<file path="config.mk">
export PLATFORM = sky130hd
export DESIGN_NAME = counter_mode_ctrl
export DESIGN_NICKNAME = d
export VERILOG_FILES = /design/src/rtl/counter_mode_ctrl.sv
export SDC_FILE = /design/constraint.sdc
export NUM_CORES = 1
export LEC_CHECK = 0
export BUFFER_PORTS_ARGS = -buffer_cell sky130_fd_sc_hd__buf_2
export CAP_MARGIN = 15
export CORE_MARGIN = 3
export CORE_UTILIZATION = 50
export DETAILED_ROUTE_END_ITERATION = 16
export PLACE_DENSITY = 0.79
export SYNTH_ARGS = -nofsm -noshare
export SYNTH_HDL_FRONTEND = slang
export SYNTH_SLANG_ARGS = --single-unit
</file>
<file path="constraint.sdc">
create_clock -name clock -period 3.4 [get_ports clock]
set_clock_uncertainty 0.2 [all_clocks]
set_input_delay 0.34 -clock clock [delete_from_list [all_inputs] [get_ports clock]]
set_output_delay 0.34 -clock clock [all_outputs]
set_load 0.1 [all_outputs]
</file>
<file path="src/rtl/counter_mode_ctrl.sv">
// Mode controller and step scheduler for the LED counter: turns debounced button
// levels into step/direction/clear strobes for manual, auto and bounce counting.
module counter_mode_ctrl #(
    parameter int N          = 6,
    parameter int TICK_DIV   = 25_000_000,
    parameter int LONG_PRESS = 50_000_000
) (
    input  logic         clock,
    input  logic         reset,
    input  logic         step_btn,
    input  logic         mode_btn,
    input  logic [N-1:0] count,
    output logic         cnt_en,
    output logic         cnt_up,
    output logic         cnt_clear,
    output logic [1:0]   mode,
    output logic         paused
);

    localparam int PW = (TICK_DIV > 2) ? $clog2(TICK_DIV) : 1;
    localparam int HW = $clog2(LONG_PRESS + 1);
    localparam logic [PW-1:0] PRESC_LAST = PW'(TICK_DIV - 1);
    localparam logic [HW-1:0] HOLD_LAST  = HW'(LONG_PRESS - 1);
    localparam logic [HW-1:0] HOLD_SAT   = HW'(LONG_PRESS);

    typedef enum logic [1:0] {
        MODE_MANUAL    = 2'b00,
        MODE_AUTO_UP   = 2'b01,
        MODE_AUTO_DOWN = 2'b10,
        MODE_BOUNCE    = 2'b11
    } mode_e;

    mode_e         r_mode;
    logic          r_paused;
    logic          r_dir;
    logic [PW-1:0] r_presc;
    logic [HW-1:0] r_hold;
    logic          r_armed;
    logic          r_step_prev;
    logic          r_mode_prev;
    logic          r_cnt_en;
    logic          r_cnt_up;
    logic          r_cnt_clear;

    mode_e         w_mode_nxt;
    logic          w_paused_nxt;
    logic          w_dir_nxt;
    logic [PW-1:0] w_presc_nxt;
    logic [HW-1:0] w_hold_nxt;
    logic          w_armed_nxt;
    logic          w_en_nxt;
    logic          w_up_nxt;
    logic          w_clear_nxt;

    logic w_mode_rise;
    logic w_step_rise;
    logic w_step_fall;
    logic w_long;
    logic w_short;
    logic w_auto;
    logic w_tick;

    assign w_mode_rise = mode_btn & ~r_mode_prev;
    assign w_step_rise = step_btn & ~r_step_prev;
    assign w_step_fall = ~step_btn & r_step_prev;
    assign w_long      = r_armed & step_btn & (r_hold == HOLD_LAST);
    assign w_short     = w_step_fall & r_armed;
    assign w_auto      = (r_mode != MODE_MANUAL);
    assign w_tick      = w_auto & ~r_paused & (r_presc == PRESC_LAST);

    // Next-state decode: press tracking runs independently, then one prioritised event.
    always_comb begin
        w_mode_nxt   = r_mode;
        w_paused_nxt = r_paused;
        w_dir_nxt    = r_dir;
        w_presc_nxt  = r_presc;
        w_hold_nxt   = r_hold;
        w_armed_nxt  = r_armed;
        w_en_nxt     = 1'b0;
        w_up_nxt     = r_cnt_up;
        w_clear_nxt  = 1'b0;

        if (w_step_rise) begin
            w_armed_nxt = 1'b1;
            w_hold_nxt  = {HW{1'b0}};
        end else if (r_armed && step_btn && (r_hold != HOLD_SAT)) begin
            w_hold_nxt = r_hold + HW'(1);
        end else begin
            w_hold_nxt = r_hold;
        end

        // A press consumed by a higher-priority event is still consumed.
        if (w_long || w_short) begin
            w_armed_nxt = 1'b0;
        end else begin
            w_armed_nxt = w_armed_nxt;
        end

        if (w_mode_rise) begin
            case (r_mode)
                MODE_MANUAL:    w_mode_nxt = MODE_AUTO_UP;
                MODE_AUTO_UP:   w_mode_nxt = MODE_AUTO_DOWN;
                MODE_AUTO_DOWN: w_mode_nxt = MODE_BOUNCE;
                MODE_BOUNCE:    w_mode_nxt = MODE_MANUAL;
                default:        w_mode_nxt = MODE_MANUAL;
            endcase
            w_paused_nxt = 1'b0;
            w_presc_nxt  = {PW{1'b0}};
            w_dir_nxt    = 1'b1;
        end else if (w_long) begin
            w_clear_nxt = 1'b1;
            w_presc_nxt = {PW{1'b0}};
        end else if (w_short) begin
            if (!w_auto) begin
                w_en_nxt    = 1'b1;
                w_up_nxt    = 1'b1;
                w_presc_nxt = {PW{1'b0}};
            end else if (r_paused) begin
                w_paused_nxt = 1'b0;
                w_presc_nxt  = {PW{1'b0}};
            end else begin
                w_paused_nxt = 1'b1;
            end
        end else if (w_tick) begin
            w_en_nxt    = 1'b1;
            w_presc_nxt = {PW{1'b0}};
            case (r_mode)
                MODE_AUTO_UP:   w_up_nxt = 1'b1;
                MODE_AUTO_DOWN: w_up_nxt = 1'b0;
                MODE_BOUNCE: begin
                    // Turn around at the ends; the flipped direction applies to this very step.
                    if (r_dir && (count == {N{1'b1}})) begin
                        w_up_nxt  = 1'b0;
                        w_dir_nxt = 1'b0;
                    end else if (!r_dir && (count == {N{1'b0}})) begin
                        w_up_nxt  = 1'b1;
                        w_dir_nxt = 1'b1;
                    end else begin
                        w_up_nxt = r_dir;
                    end
                end
                default:        w_up_nxt = 1'b1;
            endcase
        end else if (w_auto && !r_paused) begin
            w_presc_nxt = r_presc + PW'(1);
        end else if (!w_auto) begin
            w_presc_nxt = {PW{1'b0}};
        end else begin
            w_presc_nxt = r_presc;
        end
    end

    // State and output registers.
    always_ff @(posedge clock or posedge reset) begin
        if (reset) begin
            r_mode      <= MODE_MANUAL;
            r_paused    <= 1'b0;
            r_dir       <= 1'b1;
            r_presc     <= {PW{1'b0}};
            r_hold      <= {HW{1'b0}};
            r_armed     <= 1'b0;
            r_step_prev <= 1'b1;
            r_mode_prev <= 1'b1;
            r_cnt_en    <= 1'b0;
            r_cnt_up    <= 1'b1;
            r_cnt_clear <= 1'b0;
        end else begin
            r_mode      <= w_mode_nxt;
            r_paused    <= w_paused_nxt;
            r_dir       <= w_dir_nxt;
            r_presc     <= w_presc_nxt;
            r_hold      <= w_hold_nxt;
            r_armed     <= w_armed_nxt;
            r_step_prev <= step_btn;
            r_mode_prev <= mode_btn;
            r_cnt_en    <= w_en_nxt;
            r_cnt_up    <= w_up_nxt;
            r_cnt_clear <= w_clear_nxt;
        end
    end

    assign cnt_en    = r_cnt_en;
    assign cnt_up    = r_cnt_up;
    assign cnt_clear = r_cnt_clear;
    assign mode      = r_mode;
    assign paused    = r_paused;

endmodule

</file>
==> results.json <==
{
  "design_area_um2": 3933,
  "yosysUniqueCellTypes": 48,
  "setup_viol": 0,
  "r2r_start": "mode[0]",
  "wire_per_inst_um": 15.03,
  "drc": 0,
  "first_pass_iters": 5,
  "cts_inserted_buffers": 9,
  "path_clk_slew_ns": 0.07,
  "syn2layout_area_growth_pct": 10.98,
  "crit_path_end_kind": "flip-flop",
  "final_common_cell": "dfrtp_1",
  "synth-seq-cells": 61,
  "r2r_slack_ns": 0.49,
  "grt_overflow": 0,
  "fmax_mhz": 344.1,
  "dp_hpwl_um": 4885,
  "die_y_um": 90.19,
  "power.leakage_nw": 1.606,
  "nets": 417,
  "slew_violations": 0,
  "arrival_ns": 2.91,
  "place_area_um2": 3657,
  "seqPwrFrac_pct": 39.2,
  "hold_end": "cnt_up",
  "synth_nets": 406,
  "fp.dieW_um": 90.19,
  "rsz0062_at_grt": "false",
  "grt_max_degree": 52,
  "initial_utilization_pct": 51.87,
  "slowest_stage": "or4_4",
  "crit_path_cell_trace": "inv_1 > ha_1 > or4_1 > or4_4 > o31a_1 > buf_4 > a31oi_1 > a31oi_1",
  "finalCritPeriodShare_pct": 85.46,
  "tightest_slew_ns": 0.8836,
  "crit_path_start_kind": "flip-flop",
  "combPwrFrac_pct": 26.5,
  "grt_busiest_layer": "met2",
  "p_switching_mw": 0.7500,
  "grt_util_met1_pct": 27.15,
  "synth_area_um2": 3543,
  "hp-start": "count[0]",
  "rr_endpoint": "r_presc[24]",
  "reg2regPathDepth": 8,
  "grt_pass1_vias": 2871,
  "final.setup.tns_ns": 0,
  "layout-drive-gt1-share_pct": 12.32,
  "num_io_pins": 16,
  "drt_iter0_markers": 240,
  "ys_warn_count": 0,
  "die-area_um2": 8133,
  "hold_viol": 0,
  "use_met2_pct": 29.74,
  "tritoncts": "built",
  "path_common_cell": "a31oi_1",
  "p_int_mw": 1.390,
  "grt_pass1_wl_um": 13190,
  "cpPeakStageDelay_ns": 0.53,
  "wl_um": 7544,
  "yosysSeqAreaShare_pct": 43.22,
  "avgSynthCellArea_um2": 9.086,
  "crit_required_ns": 3.41,
  "hold_path_depth": 4,
  "grt_use_met3_pct": 3.598,
  "final_cell_mix": "55 x dfrtp_1, 35 x a31oi_1, 30 x nor2_1, 20 x nand2_1, 19 x nand3_1",
  "cts_resized": 0,
  "ir_drop_uv": 223.5,
  "numClockSinks": 61,
  "slew_headroom_pct": 40.64,
  "num_vias": 3075,
  "place.gp.congestion": 0.8427,
  "crit_type": "reg2reg",
  "maxCapViolCount": 0,
  "finalCriticalPeriod_ns": 2.906,
  "coreArea_um2": 6832,
  "cp_max_fo": 46,
  "num_antenna_cells": 0,
  "gr-usage-all-layers_pct": 19.37,
  "switching_share_pct": 35.05,
  "antenna_found_initial": 0,
  "cts_root_buffer": "clkbuf_8",
  "power_frac_clock_pct": 34.3,
  "status": "finished, final reports clean",
  "ant_nets": 0,
  "drt-vias-per-instance": 6.125,
  "p_per_area_nw_per_um2": 544.1,
  "synthCells": 390,
  "insertion_delay_ns": 0.33,
  "min_path_type": "in2reg",
  "cts.path.max_buffers": 2,
  "final_core_util_pct": 57.56,
  "port-buffer-count": 15,
  "htreeDepth": 3,
  "num_rows": 30
}
==> cells by family after synthesis <==
| group | Yosys count | synth area share (%) |
|---|---|---|
| mux | 1 | 0.2825 |
| simple gates | 172 | 28.04 |
| compound gates | 92 | 16.70 |
| xor+xnor | 15 | 3.708 |
| fa+ha+maj | 7 | 2.401 |
| flops | 61 | 43.22 |
| buf+inv | 42 | 5.649 |
==> critical path: cells and delay by family (launching register included) <==
family	cells	cell delay, ns
simple gates	2	1.01
compound gates	3	0.59
flops	1	0.37
buf+inv	2	0.33
fa+ha+maj	1	0.27
==> worst max path at each step <==
stage	startpoint	endpoint	slack (ns)
floorplan	mode[0]	r_presc[7]	0.25
global placement	mode[0]	r_presc[17]	0.57
detailed placement	mode[0]	r_presc[24]	0.50
CTS	mode[0]	r_presc[9]	0.49
global route	mode[0]	r_presc[23]	0.31
finish	mode[0]	r_presc[24]	0.49
==> layer usage <==
metal  part of all wire (%)  vias up
li1                       -     1488
met1                     48     1516
met2                     47       61
met3                    3.6       10
met4                    1.3        0
met5                      0        -
==> repair_timing <==
item	CTS	global route
hold endpoints to repair	2	9
buffers inserted	0	0
hold buffers	2	1
setup endpoints to repair	0	0
==> registers in the layout, indices dropped and copies added, names as in the netlist <==
name         cells
cnt_up           1
paused           1
r_presc         25
mode             2
r_dir            1
r_mode_prev      1
r_hold          26
r_armed          1
r_step_prev      1
cnt_clear        1
cnt_en           1
==> through the flow <==
stage	hold slack, ns	worst slack, ns	power, mW	instances
floorplan	0.1445	0.2492	1.350	390
global placement	0.2621	0.5714	1.392	482
detailed placement	0.2714	0.5034	1.416	482
CTS	0.1172	0.4869	2.149	500
global route	0.2864	0.3056	2.254	502
finish	0.2395	0.4943	2.140	502
==> cell type report <==
class	instances	area, um^2
clock buffer	12	155.1
sequential	61	1534
inverter	18	67.56
multi-input combinational	287	1823
clock inverter	4	70.07
fill	619	2899
timing repair buffer	24	162.7
tap	96	120.1
==> Yosys cell counts, drive strengths merged <==
library cell  number  area, um^2
dfrtp             57        1426
a31oi             35       219.0
nor2              30       112.6
nand2             20       75.07
nand3             19       95.09
inv               18       67.56
o21ai             17       85.08
nand4             16       100.1
a21oi             15       75.07
nand3b            14       105.1
buf               12       87.58
clkbuf            12       45.04
and3              11       68.82
nor3              11       55.05
or4               11       86.33
o211ai            10       80.07
and2               9       56.30
xnor2              8       70.07
and4               7       61.31
xor2               7       61.31
ha                 6       75.07
nor4               6       43.79
or3                6       37.54
o31ai              5       37.54
dfstp              4       105.1
o2111ai            4       41.29
nor2b              3       18.77
a41oi              2       17.52
nand2b             2       12.51
nand4b             2       17.52
a211o              1       8.760
a2bb2oi            1       8.760
maj3               1       10.01
mux2i              1       10.01
nand4bb            1       11.26
nor3b              1       7.510
nor4bb             1       10.01
o211a              1       10.01
o31a               1       8.760
or3b               1       8.760
or4b               1       10.01
==> power by group through the flow <==
stage / Combinational, mW / Clock [mW] / Sequential (mW)
floorplan: 0.355 / 0 / 0.995
global placement: 0.546 / 0 / 0.847
detailed placement: 0.562 / 0 / 0.854
CTS: 0.569 / 0.740 / 0.841
global route: 0.624 / 0.781 / 0.850
finish: 0.567 / 0.733 / 0.839
Note: power is estimated with default switching activity, not from simulation.
